**config.mk**
```make
export PLATFORM = sky130hd
export DESIGN_NAME = calibration_controller
export DESIGN_NICKNAME = d
export VERILOG_FILES = /design/src/rtl/calib_pkg.sv /design/src/rtl/corner_bounds_check.sv /design/src/rtl/calibration_controller.sv
export SDC_FILE = /design/constraint.sdc
export NUM_CORES = 1
export LEC_CHECK = 0
export CAP_MARGIN = 10
export CORE_UTILIZATION = 49
export CTS_BUF_LIST = sky130_fd_sc_hd__clkbuf_4
export DETAILED_ROUTE_END_ITERATION = 7
export PLACE_DENSITY = 0.84
export SYNTH_ARGS = -nofsm -noshare
export SYNTH_HDL_FRONTEND = slang
export SYNTH_SLANG_ARGS = --single-unit
```
**constraint.sdc**
```tcl
create_clock -name clk -period 2.4 [get_ports clk]
set_input_delay 0.6 -clock clk [delete_from_list [all_inputs] [get_ports clk]]
set_output_delay 0.6 -clock clk [all_outputs]
set_load 0.03 [all_outputs]
```
**src/rtl/calib_pkg.sv**
```systemverilog
// Shared definitions for the calibration pass controller.
// Contents:
//   - controller state encoding (state_t)
//   - corner field geometry (CORNER_W, NUM_CORNERS, CORNERS_W)
//   - corner_at(): unpacks corner i from the 80-bit {x0,y0,...,x3,y3} bus,
//     so that corner 0 sits in the top bits (x0 in [79:70]).
package calib_pkg;

  localparam int CORNER_W    = 10;
  localparam int NUM_CORNERS = 4;
  localparam int PAIR_W      = 2 * CORNER_W;
  localparam int CORNERS_W   = PAIR_W * NUM_CORNERS;

  typedef logic [CORNER_W-1:0] coord_t;

  typedef struct packed {
    coord_t x;
    coord_t y;
  } corner_t;

  typedef enum logic [2:0] {
    IDLE,
    WAIT_FRAME,
    START_CD,
    WAIT_CD,
    CHECK,
    KICK_XF,
    WAIT_XF,
    FAIL
  } state_t;

  // Corner 0 occupies the most significant pair, so the slice walks down.
  function automatic corner_t corner_at(input logic [CORNERS_W-1:0] c, input int i);
    return c[CORNERS_W-1-(i*PAIR_W) -: PAIR_W];
  endfunction

endpackage

```
**src/rtl/corner_bounds_check.sv**
```systemverilog
// Sanity checker for four packed corners.
// Passes when every x <= X_MAX, every y <= Y_MAX and both the x and y
// extents (max - min) are at least MIN_SPAN. The verdict is registered, so
// `pass` reflects the `corners` value presented one cycle earlier.
// Ports:
//   clk      in  1   clock
//   reset_n  in  1   asynchronous active-low reset
//   corners  in  80  {x0,y0,x1,y1,x2,y2,x3,y3}
//   pass     out 1   registered check result
module corner_bounds_check
  import calib_pkg::*;
#(
  parameter int X_MAX    = 1023,
  parameter int Y_MAX    = 767,
  parameter int MIN_SPAN = 64
) (
  input  logic                 clk,
  input  logic                 reset_n,
  input  logic [CORNERS_W-1:0] corners,
  output logic                 pass
);

  // Limits carry one extra bit so a limit equal to the field maximum still
  // yields a real comparison rather than a constant one.
  localparam logic [CORNER_W:0] X_LIM    = (CORNER_W+1)'(X_MAX);
  localparam logic [CORNER_W:0] Y_LIM    = (CORNER_W+1)'(Y_MAX);
  localparam coord_t            SPAN_MIN = coord_t'(MIN_SPAN);

  coord_t [NUM_CORNERS-1:0] xs;
  coord_t [NUM_CORNERS-1:0] ys;

  genvar gi;
  generate
    for (gi = 0; gi < NUM_CORNERS; gi++) begin : g_unpack
      corner_t c;
      assign c      = corner_at(corners, gi);
      assign xs[gi] = c.x;
      assign ys[gi] = c.y;
    end
  endgenerate

  coord_t x_min, x_max, y_min, y_max;
  coord_t x_span, y_span;
  logic   in_range;
  logic   pass_next;

  always_comb begin
    x_min    = xs[0];
    x_max    = xs[0];
    y_min    = ys[0];
    y_max    = ys[0];
    in_range = 1'b1;
    for (int i = 0; i < NUM_CORNERS; i++) begin
      if (xs[i] < x_min) x_min = xs[i];
      if (xs[i] > x_max) x_max = xs[i];
      if (ys[i] < y_min) y_min = ys[i];
      if (ys[i] > y_max) y_max = ys[i];
      if (({1'b0, xs[i]} > X_LIM) || ({1'b0, ys[i]} > Y_LIM)) in_range = 1'b0;
    end
    // max >= min by construction, so the unsigned difference never wraps.
    x_span    = x_max - x_min;
    y_span    = y_max - y_min;
    pass_next = in_range && (x_span >= SPAN_MIN) && (y_span >= SPAN_MIN);
  end

  always_ff @(posedge clk or negedge reset_n) begin
    if (!reset_n) begin
      pass <= 1'b0;
    end else begin
      pass <= pass_next;
    end
  end

endmodule

```
**src/rtl/calibration_controller.sv**
```systemverilog
// Sequences one projector/camera calibration pass.
// Waits for a frame boundary, pulses the corner detector, waits (with
// timeout) for its result, checks the corners and, if they are sane, starts
// the perspective transform and waits for it. Bad or missing results are
// retried up to MAX_RETRY times before the sticky error flag is raised.
// Ports:
//   clk            in  1   clock
//   reset_n        in  1   asynchronous active-low reset
//   calibrate      in  1   run request (rising edge starts a run)
//   frame_start    in  1   vertical-blank pulse
//   cd_start       out 1   corner detector start pulse
//   cd_done        in  1   corner detector done pulse
//   cd_corners     in  80  detected corners {x0,y0,...,x3,y3}
//   xf_start       out 1   transform start pulse
//   xf_done        in  1   transform done pulse
//   corners_q      out 80  latched corners
//   corners_valid  out 1   corners_q passed the check
//   busy           out 1   run in progress (not IDLE / FAIL)
//   error          out 1   sticky failure flag
//   attempts       out 2   detection attempts of current/last run (sat. 3)
module calibration_controller
  import calib_pkg::*;
#(
  parameter int TIMEOUT_CYC = 1048575,
  parameter int MAX_RETRY   = 3,
  parameter int X_MAX       = 1023,
  parameter int Y_MAX       = 767,
  parameter int MIN_SPAN    = 64
) (
  input  logic                 clk,
  input  logic                 reset_n,
  input  logic                 calibrate,
  input  logic                 frame_start,
  output logic                 cd_start,
  input  logic                 cd_done,
  input  logic [CORNERS_W-1:0] cd_corners,
  output logic                 xf_start,
  input  logic                 xf_done,
  output logic [CORNERS_W-1:0] corners_q,
  output logic                 corners_valid,
  output logic                 busy,
  output logic                 error,
  output logic [1:0]           attempts
);

  localparam logic [19:0] TMO_LIM   = 20'(TIMEOUT_CYC);
  localparam logic [7:0]  RETRY_LIM = 8'(MAX_RETRY);

  state_t                 state_reg, state_next;
  logic [19:0]            tmo_reg, tmo_next;
  logic [7:0]             retry_reg, retry_next;
  logic [1:0]             attempts_reg, attempts_next;
  logic [CORNERS_W-1:0]   corners_reg, corners_next;
  logic                   valid_reg, valid_next;
  logic                   error_reg, error_next;
  logic                   cal_prev_reg;
  logic                   cal_rise;
  logic                   check_pass;
  logic                   retry_req;

  // The checker samples the detector bus every cycle; in CHECK its
  // registered verdict refers to the corners latched on the cd_done cycle.
  corner_bounds_check #(
    .X_MAX    (X_MAX),
    .Y_MAX    (Y_MAX),
    .MIN_SPAN (MIN_SPAN)
  ) u_check (
    .clk     (clk),
    .reset_n (reset_n),
    .corners (cd_corners),
    .pass    (check_pass)
  );

  assign cal_rise = calibrate & ~cal_prev_reg;

  always_ff @(posedge clk or negedge reset_n) begin
    if (!reset_n) begin
      state_reg    <= IDLE;
      tmo_reg      <= '0;
      retry_reg    <= '0;
      attempts_reg <= '0;
      corners_reg  <= '0;
      valid_reg    <= 1'b0;
      error_reg    <= 1'b0;
      cal_prev_reg <= 1'b0;
    end else begin
      state_reg    <= state_next;
      tmo_reg      <= tmo_next;
      retry_reg    <= retry_next;
      attempts_reg <= attempts_next;
      corners_reg  <= corners_next;
      valid_reg    <= valid_next;
      error_reg    <= error_next;
      cal_prev_reg <= calibrate;
    end
  end

  always_comb begin
    state_next    = state_reg;
    tmo_next      = tmo_reg;
    retry_next    = retry_reg;
    attempts_next = attempts_reg;
    corners_next  = corners_reg;
    valid_next    = valid_reg;
    error_next    = error_reg;
    retry_req     = 1'b0;

    case (state_reg)
      // A rising edge in FAIL starts a fresh run directly.
      IDLE, FAIL: begin
        if (cal_rise) begin
          state_next    = WAIT_FRAME;
          valid_next    = 1'b0;
          error_next    = 1'b0;
          attempts_next = '0;
          retry_next    = '0;
        end
      end
      WAIT_FRAME: begin
        if (frame_start) state_next = START_CD;
      end
      START_CD: begin
        tmo_next = '0;
        if (attempts_reg != 2'd3) attempts_next = attempts_reg + 2'd1;
        state_next = WAIT_CD;
      end
      WAIT_CD: begin
        // done takes priority over a timeout on the same cycle
        if (cd_done) begin
          corners_next = cd_corners;
          state_next   = CHECK;
        end else if (tmo_reg == TMO_LIM) begin
          retry_req = 1'b1;
        end else begin
          tmo_next = tmo_reg + 20'd1;
        end
      end
      CHECK: begin
        if (check_pass) begin
          valid_next = 1'b1;
          state_next = KICK_XF;
        end else begin
          retry_req = 1'b1;
        end
      end
      KICK_XF: begin
        tmo_next   = '0;
        state_next = WAIT_XF;
      end
      WAIT_XF: begin
        if (xf_done) begin
          state_next = IDLE;
        end else if (tmo_reg == TMO_LIM) begin
          state_next = FAIL;
          error_next = 1'b1;
        end else begin
          tmo_next = tmo_reg + 20'd1;
        end
      end
      default: state_next = IDLE;
    endcase

    if (retry_req) begin
      if (retry_reg < RETRY_LIM) begin
        retry_next = retry_reg + 8'd1;
        state_next = WAIT_FRAME;
      end else begin
        state_next = FAIL;
        error_next = 1'b1;
      end
    end
  end

  // Pulses are decoded from single-cycle states, so they can never overlap
  // or stretch, and an asynchronous reset cuts them immediately.
  assign cd_start      = (state_reg == START_CD);
  assign xf_start      = (state_reg == KICK_XF);
  assign busy          = (state_reg != IDLE) && (state_reg != FAIL);
  assign corners_q     = corners_reg;
  assign corners_valid = valid_reg;
  assign error         = error_reg;
  assign attempts      = attempts_reg;

endmodule
```
==> results of run 1 <==
-- worst max-delay path, delay by kind of cell --
family / cells / cell delay (ps)
fa+ha+maj: 4 / 1160
compound gates: 13 / 2470
buf+inv: 8 / 1000
mux: 2 / 490
simple gates: 9 / 1560
-- cells by family after synthesis --
family                     share of synthesized area, %
muxes                                              9.21
DFF                                                32.4
and+or+nand+nor                                    16.4
buffers and inverters                              4.68
xor gates and xnor gates                           2.23
adders and majority gates                          16.4
AOI/OAI and AO/OA                                  18.8
-- cell usage after synthesis (9+ instances only) --
cell	count
nand2_1	129
dfrtp_1	117
ha_1	115
o21ai_0	106
a21oi_1	81
nor2_1	78
inv_1	76
mux2_2	52
clkbuf_1	25
mux2i_1	19
nand3_1	19
nand4_1	19
nor2b_1	19
a21o_1	15
xor2_1	14
nor3_1	13
o21a_1	13
o21ai_1	12
xnor2_1	9
-- layout by cell type (no fill, tap or decap), types with 11 or more instances in the layout --
| master | netlist | final |
|---|---|---|
| buf_4 | 2 | 289 |
| clkdlybuf4s50_1 | 0 | 128 |
| nand2_1 | 129 | 118 |
| dfrtp_1 | 117 | 116 |
| o21ai_0 | 106 | 86 |
| ha_1 | 115 | 77 |
| nor2_1 | 78 | 64 |
| inv_1 | 76 | 56 |
| a21oi_1 | 81 | 45 |
| mux2_2 | 52 | 40 |
| ha_4 | 0 | 33 |
| a21oi_2 | 1 | 30 |
| buf_6 | 0 | 21 |
| nand4_1 | 19 | 19 |
| nor2b_1 | 19 | 19 |
| inv_2 | 1 | 18 |
| mux2_4 | 0 | 17 |
| clkbuf_4 | 0 | 17 |
| o21ai_1 | 12 | 16 |
| a21o_1 | 15 | 15 |
| nand3_1 | 19 | 14 |
| o21ai_2 | 1 | 14 |
| o21a_1 | 13 | 13 |
| xor2_1 | 14 | 12 |
| dlygate4sd2_1 | 0 | 12 |
| mux2i_1 | 19 | 11 |
-- layer usage --
| layer | part of all wire [%] | routed length, um | vias up |
|---|---|---|---|
| met2 | 49 | 18200 | 708 |
| met4 | 7.2 | 2670 | 0 |
| met3 | 8.1 | 3030 | 250 |
| met5 | 0 | 0 | - |
| met1 | 36 | 13400 | 5080 |
| li1 | - | - | 4683 |
-- final timing paths --
check | start | endpoint | slack, ps | cells past startpoint
min in group clk | cd_corners[42] | corners_q[42] | 440 | 3
max reg2reg | tmo_reg[12] | tmo_reg[13] | -120 | 11
max | cd_corners[69] | u_check.pass | -4390 | 36
min reg2reg | retry_reg[0] | retry_reg[0] | 490 | 1
max in group asynchronous | reset_n | corners_q[6] | 1120 | 3
min | reset_n | corners_q[54] | 420 | 2
-- metrics by stage --
step	setup WS [ps]	hold WS [ps]	cell area [sq um]	setup TNS (ps)
after floorplan	-4460	304	9330	-4460
after global placement	-5120	461	13200	-5680
after detailed placement	-5260	469	13200	-7280
after CTS	-4170	394	14500	-4170
after global routing	-4650	418	14900	-6620
final	-4390	415	14900	-4850
-- report_power, final --
group | total [mW] | internal [mW] | switching, mW
sequential | 3.16 | 2.70 | 0.462
clock | 1.64 | 0.795 | 0.843
combinational | 9.31 | 4.23 | 5.07
total | 14.1 | 7.72 | 6.38
-- repair_timing --
action	CTS	global route
gates cloned	2	0
setup buffers	36	17
pin swaps	80	78
gates resized for setup	232	120
hold buffers	1	0
setup endpoints to repair	20	20
endpoints found under the hold margin	14	0
-- layout make-up --
type / count / area share (%)
Clock inverter: 12 / 1.10
Multi-Input combinational cell: 820 / 46.8
Inverter: 78 / 2.09
Clock buffer: 17 / 0.857
Tap cell: 229 / 1.92
Sequential cell: 117 / 19.7
Antenna cell: 1 / 0.0168
Timing Repair Buffer: 484 / 27.6
==> metrics.md, run 1 <==
| Metric | Value |
|---|---|
| Run status | `finished with violations` |
| Failing checks | `setup timing` |
| Core area | `0.0180 sq mm` |
| Area Overhead vs Synth | `64.8%` |
| Hpwl dp | `23,400 um` |
| Min Clock Period, post-route | `around 6800 ps` |
| Port Buffers | `172` |
| TritonCTS clock tree | `yes` |
| Drt first pass iters | `8` |
| Worst-skew pair later-pin latency | `580 ps` |
| Layout fillers | `974` |
| Yosys synthesis warning count | `0` |
| Mapped Cells | `1,046` |
| Area of the mapped netlist | `~0.009 sq mm` |
| Clk slew on worst S/H paths | `120 ps` |
| Vias in the first global route | `around 10,000` |
| Peak VDD IR | `approximately 0.00064 V` |
| Unrepaired setup endpoints after global routing | `yes` |
| Sequential cell area | `0.00293 sq mm` |
| Global-route wire length before repair | `51,700 um` |
| Crit. End Element | `flip-flop` |
| Most used routing layer in global routing | `met2` |
| Initial antenna violation count | `1` |
| Final Hold Violating Endpoints | `0` |
| Cell Rows | `49` |
| Via-to-Cell Ratio | `between 6 and 7` |
| Hold WC Path Type | `input port to async pin` |
| Fin cells | `around 1,800` |
| Htree depth | `4` |
| I/O pins | `173` |
| Residual DRC | `0` |
| Final Power | `between 10 and 15 mW` |
| Clk buf depth | `2` |
| Root buf cell | `clkbuf_4` |
| Via count | `10,700` |
| Slew HR | `61.2%` |
| Routing usage on met3 | `7.14%` |
| Area contributors post-synth | `dfrtp_1 32%, ha_1 16%, mux2_2 6.5%, o21ai_0 5.9%, nand2_1 5.4%` |
| Final period utilization | `283%` |
| Nets | `1,721` |
| Max reg flops | `80` |
| Leakage power | `7.07 nW` |
| Worst Skew | `15.6 ps` |
| Largest net degree at the start of global routing | `75` |
| Crit-path slowest cell | `or4_4` |
| WL/cell | `21.2 um` |
| DR iter-0 viols | `960` |
| Worst stage delay on the critical path | `540 ps` |
| Starting Density | `50.1%` |
| Ys flop type | `dfrtp_1` |
| Synth async-reset ratio | `between 90% and 100%` |
| Placer Congestion | `~0.95` |
| Cell taking the most area after synthesis | `dfrtp_1` |
| Worst Path Arrival | `7280 ps` |
| GRT met2 Usage | `roughly 63%` |
| Die Wd | `about 140 um` |
| Overall routed net length | `around 37,000 um` |
| Max_cap viols | `0` |
| GRT Residual Overflow | `0` |
| Synth top area share | `32.4%` |
| Final core utilization | `82.6%` |
| Antenna Nets Post-Route | `0` |
| Slew Limit Fails | `0` |
| Placed Cells incl. Taps | `approximately 1,700` |
| Syn Nets | `1,249` |
| Yosys reg bits | `117` |
| Layout cells sized above 1 | `40.3%` |
| Max FO, Critical Path | `6` |
| Die ar. | `0.0190 sq mm` |
| Met1 Usage GRT | `39.1%` |
| Crit path kind | `input port to flip-flop` |
| Setup violations, final | `11` |
| Sequential share of the synthesized area | `32.4%` |
| Final setup margin | `-4390 ps` |
| Synth unique cells | `72` |
| Die height | `138 um` |
| Post-synth EDFFs | `0` |
| PwrDens | `roughly 950 mW/mm^2` |
| Max Clk Rate | `between 100 and 150 MHz` |
| CTS Buf Count | `17` |
| CP Launch Type | `input port` |
| Worst-margin pin slew | `582 ps` |
| CP required | `a little under 3000 ps` |
| Multi-input logic area | `0.00697 sq mm` |
| Avg Cell Area, Syn | `8.64 sq um` |
| GRT Overall Usage | `between 30 and 40%` |
| Clock sink total | `117` |
Note: power is estimated with default switching activity, not from simulation.
==> run 2: changes to the inputs <==
CAP_MARGIN = 20   (was 10)
RECOVER_POWER = 25   (was default)
==> run 2 against run 1 <==
The run still ends with setup timing left. Flip-flop and latch count did not move. Clock skew fell by 2.2 ps. Non-clock buffer count did not move. Cell area fell by 0.11%.
==> metrics.md, run 2 (synthesis gave the netlist of run 1 again) <==
| Metric | Value |
|---|---|
| Cell Rows | `49 (unchanged)` |
| Clk slew on worst S/H paths | `120 ps (about the same)` |
| Slew HR | `38.0% (-23 points)` |
| Die height | `138 um (unchanged)` |
| Max FO, Critical Path | `6 (unchanged)` |
| Max Clk Rate | `147 MHz (-0.10%)` |
| Clk buf depth | `2 (unchanged)` |
| GRT Residual Overflow | `0 (unchanged)` |
| WL/cell | `21.2 um (about the same)` |
| PwrDens | `947 mW/mm^2 (about the same)` |
| Crit. End Element | `flip-flop` |
| Min Clock Period, post-route | `6800 ps (+6.86 ps)` |
| Worst-skew pair later-pin latency | `570 ps (about the same)` |
| Antenna Nets Post-Route | `0 (unchanged)` |
| Sequential share of power | `22.4% (about the same)` |
| Max_cap viols | `0 (unchanged)` |
| CTS Buf Count | `17 (unchanged)` |
| Initial antenna violation count | `1 (unchanged)` |
| Max reg flops | `80 (unchanged)` |
| Most common cell after layout, fill and taps aside | `buf_4` |
| Worst Reg-to-Reg Cells | `11 (unchanged)` |
| Residual DRC | `0 (unchanged)` |
| I/O pins | `173 (unchanged)` |
| Die ar. | `0.0190 sq mm (unchanged)` |
| Leakage power | `7.07 nW (-0.12%)` |
| Hold WC Path Type | `input port to flip-flop` |
| Htree depth | `4 (unchanged)` |
| Layout fillers | `977 (+0.31%)` |
| CP required | `2890 ps (about the same)` |
| Sequential cell area | `0.00293 sq mm (unchanged)` |
| Combinational share of power | `66.0% (about the same)` |
| Overall routed net length | `37,300 um (about the same)` |
| Die Wd | `138 um (unchanged)` |
| Switch share | `45.2% (about the same)` |
| TritonCTS clock tree | `yes` |
| Hold depth | `3` |
| Final setup margin | `-4400 ps (-6.86 ps)` |
| CP Launch Type | `input port` |
| Global-route wire length before repair | `51,700 um (unchanged)` |
| Largest net degree at the start of global routing | `75 (unchanged)` |
| TNS Setup | `-5000 ps (-147 ps)` |
| Peak VDD IR | `0.000641 V (about the same)` |
| Via count | `10,700 (+0.12%)` |
| Cell Int Power | `7.72 mW (about the same)` |
| Setup violations, final | `13 (+2)` |
| Final Hold Violating Endpoints | `0 (unchanged)` |
| GRT Overall Usage | `35.9% (unchanged)` |
| Worst-margin pin slew | `930 ps (+348 ps)` |
| Via-to-Cell Ratio | `6.11 (+0.12%)` |
| Core area | `0.0180 sq mm (unchanged)` |
| Crit path kind | `input port to flip-flop` |
| Run status | `finished with violations` |
| Most frequent cells in the layout | `287 x buf_4, 127 x clkdlybuf4s50_1, 118 x nand2_1` |
| Root buf cell | `clkbuf_4` |
| Clock sink total | `117 (unchanged)` |
| Placer Congestion | `0.953 (unchanged)` |
| Worst Path Arrival | `7290 ps (about the same)` |
| Hpwl dp | `23,400 um (unchanged)` |
| Fin cells | `1,758 (unchanged)` |
| Port Buffers | `172 (unchanged)` |
| Slew Limit Fails | `0 (unchanged)` |
| Failing checks | `setup timing` |
| Crit-path slowest cell | `or4_4` |
| Worst Skew | `13.4 ps (-2.17 ps)` |
| Drt first pass iters | `6 (-2)` |
| Net Sw Power | `6.37 mW (about the same)` |
| Multi-input logic area | `0.00697 sq mm (unchanged)` |
| Starting Density | `50.1% (unchanged)` |
| Clock power frac | `11.6% (about the same)` |
| Layout cells sized above 1 | `40.2% (-0.065 points)` |
| Placed Cells incl. Taps | `1,677 (unchanged)` |
| Final period utilization | `283% (+0.29 points)` |
| Worst stage delay on the critical path | `540 ps (about the same)` |
| Area Overhead vs Synth | `64.6%` |
| Nets | `1,721 (unchanged)` |
| Vias in the first global route | `10,400 (unchanged)` |
| Unrepaired setup endpoints after global routing | `yes` |
| DR iter-0 viols | `954 (-0.63%)` |
-- run 2: final timing paths --
kind,startpoint,endpoint,slack [ps]
hold reg to reg,retry_reg[0],retry_reg[0],490
max in group asynchronous,reset_n,state_reg[2],240
setup / recovery,cd_corners[69],u_check.pass,-4400
min in group asynchronous,reset_n,corners_q[54],670
hold / removal,cd_corners[42],corners_q[42],440
setup reg to reg,tmo_reg[13],tmo_reg[13],-130
-- run 2: area by class of cell --
class	count	share of cell area [%]
Tap cell	229	1.93
Inverter	78	2.09
Antenna cell	1	0.0168
Sequential cell	117	19.7
Clock inverter	12	1.10
Clock buffer	17	0.858
Multi-Input combinational cell	820	46.8
Timing Repair Buffer	484	27.5
-- run 2: critical path: cells and delay by family --
family,cells,cell delay [ps]
buf+inv,8,990
mux,2,490
compound gates,13,2480
fa+ha+maj,4,1160
simple gates,9,1560
-- run 2: metrics by stage --
step	total power [mW]	utilization, %	cell area [sq um]	hold slack [ps]	setup WS (ps)
floorplan	7.77	-	9330	304	-4460
global placement	10.9	73.0	13200	461	-5120
detailed placement	11.2	73.0	13200	469	-5260
CTS	13.5	80.2	14500	394	-4170
global route	14.8	82.6	14900	418	-4650
finish	14.1	82.6	14900	437	-4400
-- run 2: routing by layer --
| metal | vias up | global-route usage [%] | share of wire [%] |
|---|---|---|---|
| met5 | - | 0 | 0 |
| met4 | 0 | 23.6 | 7.5 |
| met3 | 262 | 7.14 | 8.0 |
| met2 | 693 | 63.3 | 48 |
| met1 | 5092 | 39.1 | 36 |
| li1 | 4687 | - | - |
-- run 2: timing repair --
| action | in CTS | in global routing |
|---|---|---|
| cloned | 2 | 0 |
| setup buffers | 36 | 17 |
| endpoints found under the hold margin | 14 | 0 |
| pin swaps | 80 | 78 |
| gates resized for setup | 232 | 120 |
| endpoints found under the setup margin | 20 | 20 |
| hold buffers | 1 | 0 |
-- run 2: power groups by stage --
stage,registers (mW),clock network (mW),logic (mW)
after floorplan,4.40,0,3.37
after global placement,3.13,0,7.77
after detailed placement,3.18,0,8.01
after CTS,3.14,1.63,8.73
after global routing,3.23,1.72,9.88
final,3.16,1.64,9.30
==> run 3: changes to the inputs <==
CORE_ASPECT_RATIO = 1.2   (was default)
==> run 3 against run 2 <==
The run still ends with setup timing left. Wire length rose by 11%. Critical endpoint unchanged. Final cell count increased by 2.4%. Worst hold slack lost 7.1 ps. Sequential power grew 2%. Non-clock buffer count increased by 44. Core utilization rose by 1.9 points. Clock-buffer cell count grew 3. First-iteration DRC count grew 9.3%. Register-to-register slack got worse by 120 ps. Critical path type unchanged. Combinational power grew 4.2%.
==> metrics.md, run 3 (synthesis gave the netlist of run 1 again) <==
| Metric | Value |
|---|---|
| Run status | `finished with violations` |
| Failing checks | `setup timing` |
| Worst-skew pair later-pin latency | `580 ps (about the same)` |
| Residual DRC | `0 (unchanged)` |
| Finished Cell Area | `0.0153 sq mm (+2.8%)` |
| Port Buffers | `172 (unchanged)` |
| Worst stage delay on the critical path | `520 ps (-20 ps)` |
| CP Capture Point | `u_check.pass` |
| TritonCTS clock tree | `yes` |
| Antenna Nets Post-Route | `0 (unchanged)` |
| Die ar. | `0.0190 sq mm (about the same)` |
| Worst r2r src | `tmo_reg[13]` |
| GRT Residual Overflow | `0 (unchanged)` |
| Slew Limit Fails | `0 (unchanged)` |
| Layout cells sized above 1 | `41.9% (+1.7 points)` |
| Root buf cell | `clkbuf_4` |
| PwrDens | `970 mW/mm^2 (+2.5%)` |
| Worst Skew | `24.4 ps (+11.0 ps)` |
| Die Wd | `126 um (-8.6%)` |
| DR iter-0 viols | `1,043 (+9.3%)` |
| Clock sink total | `117 (unchanged)` |
| Leakage power | `7.36 nW (+4.1%)` |
| Worst Path Arrival | `8150 ps (+860 ps)` |
| Max FO, Critical Path | `5 (-1)` |
| CP Launch Type | `input port` |
| Fin cells | `1,800 (+2.4%)` |
| GRT Overall Usage | `34.3% (-1.6 points)` |
| Placed Cells incl. Taps | `1,698 (+1.3%)` |
| Reg2reg setup slack | `-250 ps (-120 ps)` |
| Crit path kind | `input port to flip-flop` |
| Via count | `11,300 (+5.5%)` |
| Hold WC Path Type | `input port to flip-flop` |
| Initial antenna violation count | `2 (+1)` |
| CP delay by family, top | `compound AO/OA/AOI/OAI gates` |
| Most frequent cells in the layout | `327 x buf_4, 129 x clkdlybuf4s50_1, 114 x nand2_1, 114 x dfrtp_1, 92 x o21ai_0` |
| Max_cap viols | `0 (unchanged)` |
| Setup violations, final | `19 (+6)` |
| Crit-path most repeated cell | `o21a_1` |
| Peak VDD IR | `0.000773 V (+21%)` |
| CP Buf/Inv Count | `6 (-2)` |
| Final core utilization | `84.5% (+1.9 points)` |
| Vias in the first global route | `10,300 (-0.81%)` |
| Die height | `151 um (+9.4%)` |
| WL/cell | `22.9 um (+7.9%)` |
| CTS Buf Count | `17 (unchanged)` |
| Final period utilization | `320% (+36 points)` |
| Layout fillers | `833 (-15%)` |
| I/O pins | `173 (unchanged)` |
| Min Clock Period, post-route | `7670 ps (+868 ps)` |
| Final Hold Violating Endpoints | `0 (unchanged)` |
| Overall routed net length | `41,200 um (+11%)` |
| Max reg flops | `80 (unchanged)` |
| Htree depth | `4 (unchanged)` |
| Starting Density | `49.9% (-0.23 points)` |
| Most common cell after layout, fill and taps aside | `buf_4` |
| Core area | `0.0181 sq mm (+0.46%)` |
| Critical Path Start | `cd_corners[50]` |
| Reg2Reg Capture Point | `tmo_reg[15]` |
| Global-route wire length before repair | `50,500 um (-2.3%)` |
| CP required | `2880 ps (about the same)` |
| Unrepaired setup endpoints after global routing | `yes` |
| Clk buf depth | `2 (unchanged)` |
| Crit-path slowest cell | `clkdlybuf4s50_1` |
| Largest net degree at the start of global routing | `53 (-29%)` |
| Worst-margin pin slew | `954 ps (+23.7 ps)` |
| Cell Area, Placed | `0.0134 sq mm (+1.6%)` |
| Crit. End Element | `flip-flop` |
| Cell Rows | `54 (+10%)` |
| Clk slew on worst S/H paths | `130 ps (about the same)` |
| Worst Reg-to-Reg Cells | `13 (+2)` |
| Slew HR | `36.4% (-1.6 points)` |
| Drt first pass iters | `7 (+1)` |
| Nets | `1,765 (+2.6%)` |
| Area Overhead vs Synth | `69.2%` |
| Max Clk Rate | `130 MHz (-11%)` |
| Cell count along the critical path | `38 (+5.6%)` |
| TNS Setup | `-7560 ps (-2560 ps)` |
| Via-to-Cell Ratio | `6.29 (+3.0%)` |
| Placer Congestion | `1.01 (+6.0%)` |
| Hold slack | `430 ps (-7.14 ps)` |
| Hpwl dp | `23,800 um (+1.4%)` |
| Final setup margin | `-5270 ps (-868 ps)` |
## run 3: how the worst min path moves through the flow
stage / from / end / slack (ps) / cells past startpoint
floorplan: reset_n / attempts[0] / 300 / 0
global placement: corners_q[40] / corners_q[40] / 460 / 2
detailed placement: corners_q[28] / corners_q[28] / 470 / 2
CTS: cd_corners[43] / corners_q[43] / 440 / 3
global route: cd_corners[63] / corners_q[63] / 410 / 4
finish: cd_corners[63] / corners_q[63] / 430 / 4
## run 3: power breakdown
part           internal (mW)  switching, mW
Sequential              2.70          0.512
Combinational           4.40           5.29
Clock                   1.07          0.874
## run 3: area by class of cell
cell class | instances | area [sq um] | share of cell area, %
multi-input cells | 820 | 6910 | 45.2
repair buffers | 528 | 4490 | 29.3
flip-flops and latches | 117 | 2930 | 19.2
inverters | 78 | 312 | 2.04
well taps | 224 | 280 | 1.83
clock inverters | 12 | 225 | 1.47
clock buffers | 20 | 150 | 0.982
diodes | 1 | 2.50 | 0.0164
## run 3: worst register-to-register path, delay by kind of cell, from the launching register on
| family | cells | cell delay (ps) |
|---|---|---|
| AOI/OAI and AO/OA | 3 | 480 |
| buffers and inverters | 2 | 320 |
| DFF | 1 | 380 |
| and+or+nand+nor | 7 | 1170 |
| xor gates and xnor gates | 1 | 200 |
## run 3: stage by stage
step | total power, mW | setup WS [ps]
after floorplan | 7.77 | -4460
after detailed placement | 11.3 | -5540
after global placement | 11.1 | -5440
after global routing | 15.5 | -5300
after CTS | 13.6 | -4410
final | 14.8 | -5270
## run 3: per-layer routing
layer  vias to the layer above  wire [um]  GRT usage, %
met5                         -         13             0
met4                         2       4090          23.4
met3                       407       3390          6.32
met2                       876      19800          63.9
met1                      5270      13800          35.1
li1                       4767          -             -
## run 3: timing repair
action,4_1_cts,5_1_grt
setup endpoints to repair,22,18
gates resized for setup,150,191
pin swaps,53,118
setup buffers,23,44
hold endpoints to repair,26,0
gates cloned,3,2
hold buffers,1,0
